[src/rtl/rf_scoreboard.sv]
// Register file with a per-register busy (pending-write) scoreboard and 1-cycle registered reads.
// Optional macro RF_BYPASS_EN forwards same-edge write data to the read ports.
module rf_scoreboard #(
  parameter int DATA_W   = 32,
  parameter int ADDR_W   = 4,
  parameter int ZERO_REG = 1
) (
  input  logic              clk,
  input  logic              rst_f,
  input  logic [ADDR_W-1:0] ra_addr,
  input  logic [ADDR_W-1:0] rb_addr,
  input  logic              wr_en,
  input  logic [ADDR_W-1:0] wr_addr,
  input  logic [DATA_W-1:0] wr_data,
  input  logic              rsv_en,
  input  logic [ADDR_W-1:0] rsv_addr,
  output logic [DATA_W-1:0] rsa,
  output logic [DATA_W-1:0] rsb,
  output logic              busy_a,
  output logic              busy_b,
  output logic              rsv_err,
  output logic [ADDR_W:0]   busy_cnt
);

  localparam int DEPTH = 1 << ADDR_W;

  logic [DATA_W-1:0] mem_q [DEPTH];
  logic [DEPTH-1:0]  busy_q, busy_d;
  logic [DATA_W-1:0] rsa_q, rsa_d;
  logic [DATA_W-1:0] rsb_q, rsb_d;
  logic              busy_a_q, busy_a_d;
  logic              busy_b_q, busy_b_d;
  logic              rsv_err_q, rsv_err_d;
  logic [ADDR_W:0]   busy_cnt_q, busy_cnt_d;

  logic wr_ok, rsv_ok, set_new, clr_old;

  // Register 0 swallows writes and reservations when it is hardwired to zero.
  always_comb begin
    wr_ok  = wr_en;
    rsv_ok = rsv_en;
    if (ZERO_REG != 0) begin
      if (wr_addr == '0)  wr_ok  = 1'b0;
      if (rsv_addr == '0) rsv_ok = 1'b0;
    end
  end

  // Clear first, then set: a same-edge reservation wins over the write.
  always_comb begin
    busy_d = busy_q;
    if (wr_ok)  busy_d[wr_addr]  = 1'b0;
    if (rsv_ok) busy_d[rsv_addr] = 1'b1;
  end

  always_comb begin
    set_new   = rsv_ok && !busy_q[rsv_addr];
    clr_old   = wr_ok && busy_q[wr_addr] && !(rsv_ok && (rsv_addr == wr_addr));
    rsv_err_d = rsv_ok && busy_q[rsv_addr] && !(wr_ok && (wr_addr == rsv_addr));
    busy_cnt_d = busy_cnt_q;
    if (set_new && !clr_old)      busy_cnt_d = busy_cnt_q + (ADDR_W+1)'(1);
    else if (clr_old && !set_new) busy_cnt_d = busy_cnt_q - (ADDR_W+1)'(1);
  end

  always_comb begin
    rsa_d = mem_q[ra_addr];
    rsb_d = mem_q[rb_addr];
`ifdef RF_BYPASS_EN
    if (wr_ok && (wr_addr == ra_addr)) rsa_d = wr_data;
    if (wr_ok && (wr_addr == rb_addr)) rsb_d = wr_data;
`endif
    if ((ZERO_REG != 0) && (ra_addr == '0)) rsa_d = '0;
    if ((ZERO_REG != 0) && (rb_addr == '0)) rsb_d = '0;
    busy_a_d = busy_d[ra_addr];
    busy_b_d = busy_d[rb_addr];
  end

  always_ff @(posedge clk or negedge rst_f) begin
    if (!rst_f) begin
      for (int i = 0; i < DEPTH; i++) mem_q[i] <= '0;
      busy_q     <= '0;
      rsa_q      <= '0;
      rsb_q      <= '0;
      busy_a_q   <= 1'b0;
      busy_b_q   <= 1'b0;
      rsv_err_q  <= 1'b0;
      busy_cnt_q <= '0;
    end else begin
      if (wr_ok) mem_q[wr_addr] <= wr_data;
      busy_q     <= busy_d;
      rsa_q      <= rsa_d;
      rsb_q      <= rsb_d;
      busy_a_q   <= busy_a_d;
      busy_b_q   <= busy_b_d;
      rsv_err_q  <= rsv_err_d;
      busy_cnt_q <= busy_cnt_d;
    end
  end

  assign rsa      = rsa_q;
  assign rsb      = rsb_q;
  assign busy_a   = busy_a_q;
  assign busy_b   = busy_b_q;
  assign rsv_err  = rsv_err_q;
  assign busy_cnt = busy_cnt_q;

endmodule

[config.mk]
export PLATFORM = sky130hd
export DESIGN_NAME = rf_scoreboard
export DESIGN_NICKNAME = d
export VERILOG_FILES = /design/src/rtl/rf_scoreboard.sv
export SDC_FILE = /design/constraint.sdc
export NUM_CORES = 1
export LEC_CHECK = 0
export ABC_AREA = 1
export CORE_MARGIN = 2
export CORE_UTILIZATION = 45
export DETAILED_ROUTE_END_ITERATION = 8
export PLACE_DENSITY = 0.75
export SYNTH_ARGS = -nofsm -noshare
export SYNTH_HDL_FRONTEND = slang
export SYNTH_SLANG_ARGS = --single-unit
[constraint.sdc]
create_clock -name clk -period 2.14 [get_ports clk]
set_input_delay 0.535 -clock clk [delete_from_list [all_inputs] [get_ports clk]]
set_output_delay 0.535 -clock clk [all_outputs]
set_load 0.01 [all_outputs]
---- After elaboration in Yosys (flattened, before gate mapping) ----
Cells that the tools add are included.
operators by class
  add/sub/neg operators ................... 2
  order comparisons ....................... 10
  equality and inequality tests ........... 2
  muxes and demuxes ....................... 29
  bitwise gates (word level) .............. 6
  reduce and logical (&&, ||, !) cells .... 22
operator list
  operator               number
  $bwmux W512            1
  $bmux W32 S4           2
  $mux W32               7
  $demux W32 S4          1
  $mux W16               2
  $lt A4 B5 Y1 const B   4
  $and A16 B16 Y16       1
  $bmux W1 S4            4
  $logic_not A4 Y1       4
  $not A16 Y16           1
  $or A16 B16 Y16        1
  $ge A5 B5 Y1 const B   3
  $not A4 Y5             3
  $logic_and A1 B1 Y1    12
  $mux W5                2
  $demux W1 S4           2
  $eq A4 B4 Y1           2
  $ge A4 B1 Y1 const B   2
  $mux W1                8
  $add A5 B1 Y5 const B  1
  $logic_not A1 Y1       5
  $lt A5 B1 Y1 const B   1
  $sub A5 B1 Y5 const B  1
  $reduce_bool A2 Y1     1
word-level totals
  bits in registers ....................... 600
  input bits .............................. 52
  output and inout bits ................... 72
  logic and storage cells ................. 94

---- Longest topological paths before layout ----
  depth in word-level cells ............... 11
  depth in mapped cells ................... 17
  mapped depth without buffers ............ 17

---- Least setup slack after synthesis ----
Ideal clock, no wire load.
  path type ............................... input-to-reg
  start ................................... input port wr_addr[0]
  end ..................................... register busy_cnt_q[4], in the netlist busy_cnt[4]
  setup time .............................. 0.124 ns
  data arrival time ....................... 2.418 ns
  data required time ...................... 2.016 ns
  path slack .............................. -0.402 ns
  stages .................................. 17
  buffers on the path ..................... 1
  cell sequence ........................... buf_2 nand2_1 inv_1 a22oi_1 nand2_1 nand2_1 nand4_1 nand3b_1 ha_1 fa_1 inv_1 nand2_1 a21oi_1 nor2_1 nand2_1 nand3_1 xnor2_1
between the ends
  longest elaborated chain between the ends .. 7
  elaborated cells between the ends (all ways) .. 14
  those cells by class .................... eq/ne (1); mux (4); reduce/logical (9)
RTL lines
  element                                                         RTL line  source
  start, declared                                                 13        input logic [ADDR_W-1:0] wr_addr,
  $bmux W1 S4 (tied with other cells)                             57        clr_old = wr_ok && busy_q[wr_addr] && !(rsv_ok && (rsv_addr == wr_addr));
  $mux W1 (implied by the code) (tied with other cells)           57
  $logic_and A1 B1 Y1 / $logic_not A1 Y1 (equally long branches)  57
  $logic_and A1 B1 Y1 (*)                                         57
  $logic_not A1 Y1                                                60        if (set_new && !clr_old) busy_cnt_d = busy_cnt_q + (ADDR_W+1)'(1);
  $logic_and A1 B1 Y1                                             60
  $mux W5 / $reduce_bool A2 Y1 (equally long branches)            n/a
  end signal, assigned                                            95        busy_cnt_q <= busy_cnt_d;
  end, declared                                                   34        logic [ADDR_W:0] busy_cnt_q, busy_cnt_d;
Mark *: on every way between the ends. The rest lies on a longest branch, timed or not. The select of a mux whose other input is x is not followed.
A chain may end at the register's enable or synchronous reset.

---- Worst setup path after layout ----
  start ................................... register busy_q[3]
  end ..................................... register busy_cnt_q[4], in the netlist busy_cnt[4]
between the ends
  longest elaborated chain between the ends .. 7
  elaborated cells between the ends (all ways) .. 14
  those cells by class .................... mux (5); reduce/logical (9)
RTL lines
  element                                                         RTL line  source
  start, declared                                                 28        logic [DEPTH-1:0] busy_q, busy_d;
  start signal, assigned                                          89        busy_q <= busy_d;
  $bmux W1 S4, on equally long branches                           57, 56
  $mux W1, on equally long branches                               57, 56
  $logic_and A1 B1 Y1 / $logic_not A1 Y1 (equally long branches)  57, 56
  $logic_and A1 B1 Y1, on equally long branches                   57, 56
  $logic_not A1 Y1, on equally long branches                      60, 61
  $logic_and A1 B1 Y1, on equally long branches                   60, 61
  $mux W5 / $reduce_bool A2 Y1 (equally long branches)            n/a
Several ways; a longest one is shown, not always the timed one. The select of a mux whose other input is x is not followed.

==> reports/results.tsv <==
metric	value	unit
startpoint type of the worst setup path	register	
width of the chip	264.9	µm
distinct cell type count after synthesis	33	
Syn Inst Count	3984	
Seq cells post-synth	600	
RePlAce Congestion	0.9359	
endpoint class of the critical path	register	
maximum resistive drop on vdd	0.6134	mV
initial antenna violation count	4	
drt via density	5.917	
CTS clk-pin slew, worst paths	70	ps
warning count from the yosys run	0	
layout cell share with drive strength beyond 1	0.1122	
power density relative to cell area	918.1	nW/µm²
slew at the pin with the worst max-slew slack	617.8	ps
total standard cell area after synthesis	30620	µm²
Root Driver	clkbuf_16	
# clock sinks	600	
xor-xnor portion of the synthesized cell area	0.002002	
maximum fanout along the worst path	5	
first-pass GRT wire length	162900	µm
area growth from synthesis to layout	20.08	%
die height	264.9	µm
detailed-route wire length	104600	µm
nets	4117	
DR pass1 iterations	6	
failing checks	setup timing	
combinational family with the most area after synthesis	compound AO/OA/AOI/OAI gates	
achievable frequency	0.4483	GHz
Pins Over Slew Limit	0	
core region area	67280	µm²
multiplexer share of the synthesized area	0	
TritonCTS clock tree	done	
clock tree buffer depth	3	
num rows	95	
status	finished, violations left	
number of violations of the max-capacitance limit	0	
Period minus WS final	2231	ps
Data arrival, critical path	2710	ps
Hold Vio Cnt, Final	0	
setup violation total in the final timing report	2	
final setup skew	38.97	ps
total number of vias	29486	
post-route antenna net violation count	0	
relative slew slack	0.5877	
Post-Synth Adder-Cell Area	0.002697	
WP data required	2620	ps
total gr overflow	0	
vias in the first global route	28078	
post-synthesis sequential area ratio	0.4903	
pin count of the biggest net entering global routing	83	
complex-gate fraction of the synthesized area	0.2660	
count of unresolved DRC violations after routing	0	
simple-gate share of the synthesized area	0.1470	
placed instance area	34350	µm²
net count after synthesis	4042	
Hold/Removal Path Class	reg -> reg	
Starting Density	0.4552	
Period Utilization, post-route	1.042	
final total power	33.76	mW
average wire per cell in the routed design	21.00	µm
number of port buffers	123	
Filler Cell Count	6029	
Post-Syn Area per Cell	7.686	µm²
DIE AREA	70150	µm²
half-perimeter wire length after detailed placement	66600	µm
total number of H-tree levels	3	
total routing usage reported by global routing	0.2969	
slack of the critical path	-90.73	ps
drt initial violations	3559	
final cell area excluding filler cells	36770	µm²
Leakage	16.72	nW
count of boundary I/O pins	124	
type of the setup path with the least slack	reg -> reg	
unrepaired setup endpoints after global routing	true	
clock latency on the worst-skew pair	630	ps
cts bufs inserted	67	
[metal layers]
layer,track usage,share of wire,up-vias,wire (µm)
met5,0,0.00024,-,25
met4,0.1724,0.061,4,6348
met3,0.06252,0.11,334,11030
met2,0.4500,0.44,1697,45760
met1,0.3951,0.40,13920,41460
li1,-,-,13531,-
[path summary, 6_finish.rpt]
check / start / endpoint / slack [ps] / cells past startpoint
max: busy_q[3] / busy_cnt[4] / -90 / 14
min: mem_q[495] / mem_q[495] / 390 / 0
max reg2reg: busy_q[3] / busy_cnt[4] / -90 / 14
min reg2reg: mem_q[495] / mem_q[495] / 390 / 0
max in group asynchronous: rst_f / mem_q[402] / 960 / 3
min in group asynchronous: rst_f / mem_q[227] / 420 / 2
[stage by stage]
step / hold slack [ps] / setup TNS [ps] / util / cells / setup WS [ps]
2_1_floorplan: 239.4 / -397.0 / - / 3984 / -255.3
3_3_place_gp: 376.2 / -70770 / 0.5106 / 4852 / -1039
3_5_place_dp: 380.0 / -77670 / 0.5106 / 4852 / -1032
4_1_cts: 392.3 / -76.54 / 0.5452 / 4977 / -62.58
5_1_grt: 406.1 / -425.7 / 0.5465 / 4981 / -197.4
6_report: 391.7 / -123.9 / 0.5466 / 4983 / -90.73
[layout make-up]
cell class / count / area, µm² / share of cell area
Sequential cell: 600 / 15020 / 0.4085
Multi-Input combinational cell: 2708 / 13070 / 0.3554
Timing Repair Buffer: 390 / 4253 / 0.1157
Clock buffer: 91 / 1918 / 0.05216
Inverter: 292 / 1116 / 0.03035
Tap cell: 873 / 1092 / 0.02971
Clock inverter: 27 / 299.0 / 0.008132
Antenna cell: 2 / 5.005 / 0.0001361
[logic make-up after synthesis]
family,count (synthesis)
AO/OA/AOI/OAI,1589
XOR/XNOR,7
adder cells (fa/ha/maj),6
buffers and inverters,676
flip-flops,600
AND/OR/NAND/NOR,1106
[sequential cells by signal, summed over array words and instances, names as in the netlist]
| name | cells |
|---|---|
| mem_q | 512 |
| rsb | 32 |
| busy_a | 1 |
| busy_q | 16 |
| busy_b | 1 |
| rsa | 32 |
| busy_cnt | 5 |
| rsv_err | 1 |
[layout by cell type (no fill, tap or decap), types with 7 or more instances in the layout]
cell type and count:
clkbuf_1 10, a22oi_1 7, buf_12 82, nor2_1 77, nand3_1 230, inv_2 7
a22oi_2 11, o21ai_0 946, nor2_4 8, inv_6 8, buf_4 183, o211ai_1 11
a31oi_1 62, a21oi_1 439, nand2_1 759, dfrtp_1 596, clkdlybuf4s50_1 103, o21ai_1 101
clkbuf_16 68, a21oi_2 11, clkinv_2 10, inv_1 280, clkbuf_8 15
[Yosys cell counts (all sizes together)]
library cell | count | area, µm²
a31oi | 62 | 387.9
xnor2 | 6 | 52.55
dfrtp | 600 | 15010
o21ai | 1047 | 5240
xor2 | 1 | 8.760
nand3b | 1 | 7.510
nand2 | 765 | 2872
clkbuf | 234 | 880.9
or2 | 1 | 6.260
ha | 5 | 62.56
clkinv | 1 | 3.750
nor2 | 89 | 354.1
nand4 | 5 | 31.28
o211ai | 11 | 82.58
o221ai | 1 | 8.760
a21oi | 450 | 2290
nand3 | 241 | 1206
inv | 291 | 1095
buf | 150 | 838.3
fa | 1 | 20.02
a22oi | 18 | 135.1
nor3 | 4 | 25.02
[where the power goes]
group | total (mW) | internal (mW) | switching, mW
Clock | 11.7 | 6.82 | 4.90
Combinational | 7.13 | 2.97 | 4.17
Sequential | 14.9 | 13.5 | 1.39
Total | 33.8 | 23.3 | 10.5
[worst max-delay path, stage by stage (launching register included)]
cell and delay (ps):
dfrtp_1 440, a22oi_2 210, nand2_1 80, nand2_1 70
nand4_1 110, nand3b_1 170, ha_4 200, inv_6 60
ha_4 260, nand2_2 50, a21oi_2 150, nor2_1 50
nand2_1 70, nand3_2 60, xnor2_1 120
[timing repair]
action                                  CTS  global route
endpoints found under the setup margin    6             6
pin swaps                                20            14
resized for setup                        32            19
hold buffers                              1             0
setup buffers                             6             4
endpoints found under the hold margin    17             0
Power figures use the tool's default switching activity.
